<file path="config.mk">
export PLATFORM = sky130hd
export DESIGN_NAME = img_processor
export DESIGN_NICKNAME = d
export VERILOG_FILES = /design/src/rtl/img_processor.sv
export SDC_FILE = /design/constraint.sdc
export NUM_CORES = 1
export LEC_CHECK = 0
export ABC_AREA = 0
export CORE_ASPECT_RATIO = 1.1
export CORE_UTILIZATION = 48
export DETAILED_ROUTE_END_ITERATION = 8
export GPL_TIMING_DRIVEN = 1
export HOLD_SLACK_MARGIN = 0.05
export PLACE_DENSITY = 0.86
export SYNTH_ARGS = -nofsm -noshare
export SYNTH_HDL_FRONTEND = slang
export SYNTH_SLANG_ARGS = --single-unit
</file>
<file path="constraint.sdc">
create_clock -name clk -period 2.6 [get_ports clk]
set_input_delay 0.52 -clock clk [delete_from_list [all_inputs] [get_ports clk]]
set_output_delay 0.52 -clock clk [all_outputs]
set_load 0.01 [all_outputs]
</file>
<file path="src/rtl/img_processor.sv">
// Per-pixel point-operation engine for 8-bit grayscale streams.
// Brighten, darken, threshold or invert selected by s; one registered
// result per clock, latency of one cycle, synchronous active-high reset.
module img_processor (
  input  logic       clk,
  input  logic       rst,
  input  logic [7:0] ip,
  input  logic [7:0] value,
  input  logic [7:0] threshold,
  input  logic [1:0] s,
  output logic [7:0] op
);

  typedef enum logic [1:0] {
    MODE_BRIGHTEN = 2'b00,
    MODE_DARKEN   = 2'b01,
    MODE_THRESH   = 2'b10,
    MODE_INVERT   = 2'b11
  } mode_e;

  mode_e      mode;
  logic [8:0] sum;
  logic [8:0] diff;
  logic [7:0] op_d;
  logic [7:0] op_q;

  assign mode = mode_e'(s);

  // 9-bit add/subtract: bit 8 is the carry (brighten) or borrow (darken)
  always_comb begin
    sum  = {1'b0, ip} + {1'b0, value};
    diff = {1'b0, ip} - {1'b0, value};
  end

  // Select the point operation for the pixel sampled this cycle
  always_comb begin
    op_d = '0;
    unique case (mode)
      MODE_BRIGHTEN: op_d = sum[8]  ? '1 : sum[7:0];
      MODE_DARKEN:   op_d = diff[8] ? '0 : diff[7:0];
      MODE_THRESH:   op_d = (ip >= threshold) ? '1 : '0;
      MODE_INVERT:   op_d = ~ip;
    endcase
  end

  // Output register; reset discards the pixel presented that cycle
  always_ff @(posedge clk) begin
    if (rst) op_q <= '0;
    else     op_q <= op_d;
  end

  assign op = op_q;

endmodule

</file>
==> flow_summary.yaml <==
yosys:
  synth_xor_area_share_pct: 4.86
  ys_seq_area_share_pct: 12.7
  synthTopCellsByArea: "ha_1 24%, dfxtp_1 13%, inv_1 7.7%, o21a_1 5.4%, a221oi_1 4.2%"
  synth_edf_count: 0
  async_reset_ff_share_pct: 0
  synth_seq_cells: 8
  synth_compound_gate_area_share_pct: 29.1
  syn_nets: 211
  synth.most_common_cell: "inv_1"
  synth_top_area_cell: "ha_1"
  synthSimpleGateAreaFrac_pct: 16.4
  ys_warn_count: 0
  synth_top_area_share_pct: 23.8
  synth.distinct_cells: 45
  avgSynthCellArea_um2: 8.04
  syn_area_mm2: 0.00126
  synth_mux_area_share_pct: 0
  synthFlopType: "dfxtp_1"
  synth_common_cells: "26 x inv_1, 24 x ha_1, 12 x nor2_1, 9 x o21a_1"
  synth_top_family_by_area: "compound AO/OA/AOI/OAI gates"
  netlist_instances: 157
  yosys.area_share.adder_pct: 27.0
floorplanning:
  io_pins: 36
  dieWidth_um: 50.9
  die_area_mm2: 0.00284
  coreArea_mm2: 0.00250
  fp-row-count: 19
  start_util_pct: 50.6
  die_h_um: 55.8
cts:
  clockBufferDepth: 2
  root_buffer: "clkbuf_4"
  cts.reportedPaths.clkPinSlew_ps: 60
  hold_buffers: 0
  cts_tree: "built"
  htreeDepth: 1
  cts_buffers: 3
  clock_sink_count: 8
worst_setup_path:
  path_cells: "dlygate4sd2_1 > inv_2 > ha_2 > inv_1 > fa_2 > a211oi_4 > nor2_2 > o21bai_2 > buf_4 > nand3_1 > a221oi_2"
  crit_fanout: 3
  path_class: "input pin to flip-flop"
  critPathRequiredTime_ps: 2770
  arrival_ps: 2770
  slowest_delay_ps: 420
  startpoint_type: "input pin"
  worstSetupEndpointType: "flip-flop"
  cpMaxStageDelayCell: "fa_2"
power:
  p_seq_share_pct: 21.0
  switching_share_pct: 37.5
  p_per_area_mw_per_mm2: 316
  vdd_drop_max_mv: 0.259
  p_int_uw: 408
  power_frac_comb_pct: 64.3
  p_leak_uw: 0.000971
  power.switching_uw: 245
  clkPwrFrac_pct: 14.7
status:
  status: "finished, final reports clean"
timing:
  worstMarginPinSlew_ps: 482
  max_freq_ghz: 0.386
  maxSlewHeadroom_pct: 67.6
  drv_slew: 0
  finalHoldViolations: 0
  fin_crit_sh_pct: 99.7
  fin_crit_ps: 2590
  setup_viol: 0
layout:
  layout-drive-gt1-share_pct: 31.1
  final_nets: 291
  design_area_mm2: 0.00207
  syn_to_final_growth_pct: 63.8
  largest_reg_flops: 8
  final_cells: 266
  fillers: 138
  diodes: 0
route:
  ant_nets: 0
  drc: 0
  wl_mm: 4.67
  wl_per_cell_um: 17.6
  first_pass_iters: 4
  drtIter0Drc: 123
  vias_per_cell: 5.97
  vias: 1587
job:
  cap_violations: 0
place:
  place_congestion: 0.921
  dp_hpwl_mm: 3.05
  placed_area_mm2: 0.00189
  numPortBuffers: 35
  dp_cells: 254
global_routing:
  overflow: 0
  grt_pass1_vias: 1645
  grt_max_degree: 9
  antenna_found_initial: 0
  grt_pass1_wl_mm: 7.22
  grt_use_total_pct: 34.0
hold_path:
  worstHoldPathType: "input pin to flip-flop"
## path summary, 6_finish.rpt
check	slack (ps)	cells after the start	startpoint	to
setup / recovery	8	11	ip[0]	op[6]$_SDFF_PP0_
hold / removal	760	3	value[0]	op[0]$_SDFF_PP0_
## area by class of cell
class                           instances  area, um^2  area share [%]
Clock buffer                            3        22.5            1.09
Inverter                               26        97.6            4.72
Multi-Input combinational cell        118        1050            51.0
Sequential cell                         8         160            7.74
Tap cell                               31        38.8            1.88
Timing Repair Buffer                   80         694            33.6
## worst max-delay path: cells and delay by family
kind / cells / cell delay [ps]
AO/OA/AOI/OAI: 3 / 810
adder cells (fa/ha/maj): 2 / 630
buffers and inverters: 4 / 590
AND/OR/NAND/NOR: 2 / 220
## per-layer routing
layer / track usage (%) / routed length, um / share of wire (%) / vias to the layer above
li1: - / - / - / 714
met5: 0 / 0 / 0 / -
met3: 5.74 / 411 / 8.8 / 37
met4: 25.4 / 305 / 6.5 / 0
met2: 57.7 / 2240 / 48 / 121
met1: 36.6 / 1710 / 37 / 715
## cells in the final DEF, fill, tap and decap left out, types with 3 or more instances in the layout
master,instances
a221oi_1,3
o21a_1,9
xnor2_1,4
clkbuf_4,3
nor2_1,11
a221oi_2,4
ha_2,3
xor2_1,3
nor3_1,4
clkdlybuf4s50_1,31
ha_1,20
inv_1,25
dfxtp_1,8
a21oi_1,3
o21ai_0,7
buf_4,44
nand2_1,8
## per-stage QoR
| step | worst slack, ps | util [%] | TNS [ps] | hold WS, ps | total power, uW |
|---|---|---|---|---|---|
| global placement | -309 | 75.8 | -2310 | 1250 | 476 |
| finish | 7.63 | 82.9 | 0 | 761 | 653 |
| detailed placement | -429 | 75.8 | -3200 | 1250 | 491 |
| CTS | 27.8 | 79.9 | 0 | 887 | 602 |
| floorplan | 191 | - | 0 | 741 | 324 |
| global route | -51.7 | 82.9 | -103 | 780 | 680 |
## power by group through the flow
stage	logic (uW)	registers, uW	clock network (uW)
floorplan	178	146	0
global placement	336	140	0
detailed placement	351	140	0
CTS	371	137	93.6
global route	445	138	97.3
finish	420	137	96.1
## what timing repair did
item,4_1_cts,5_1_grt
setup endpoints to repair,8,8
hold endpoints to repair,0,0
resized for setup,10,13
pin swaps,8,6
setup buffers,7,2
## cell families after synthesis
kind of cell,after synthesis
AOI/OAI and AO/OA,45
and+or+nand+nor,40
buffers and inverters,31
DFF,8
xor gates and xnor gates,7
adders and majority gates,26
No activity file was read; power rests on OpenSTA's default activity.
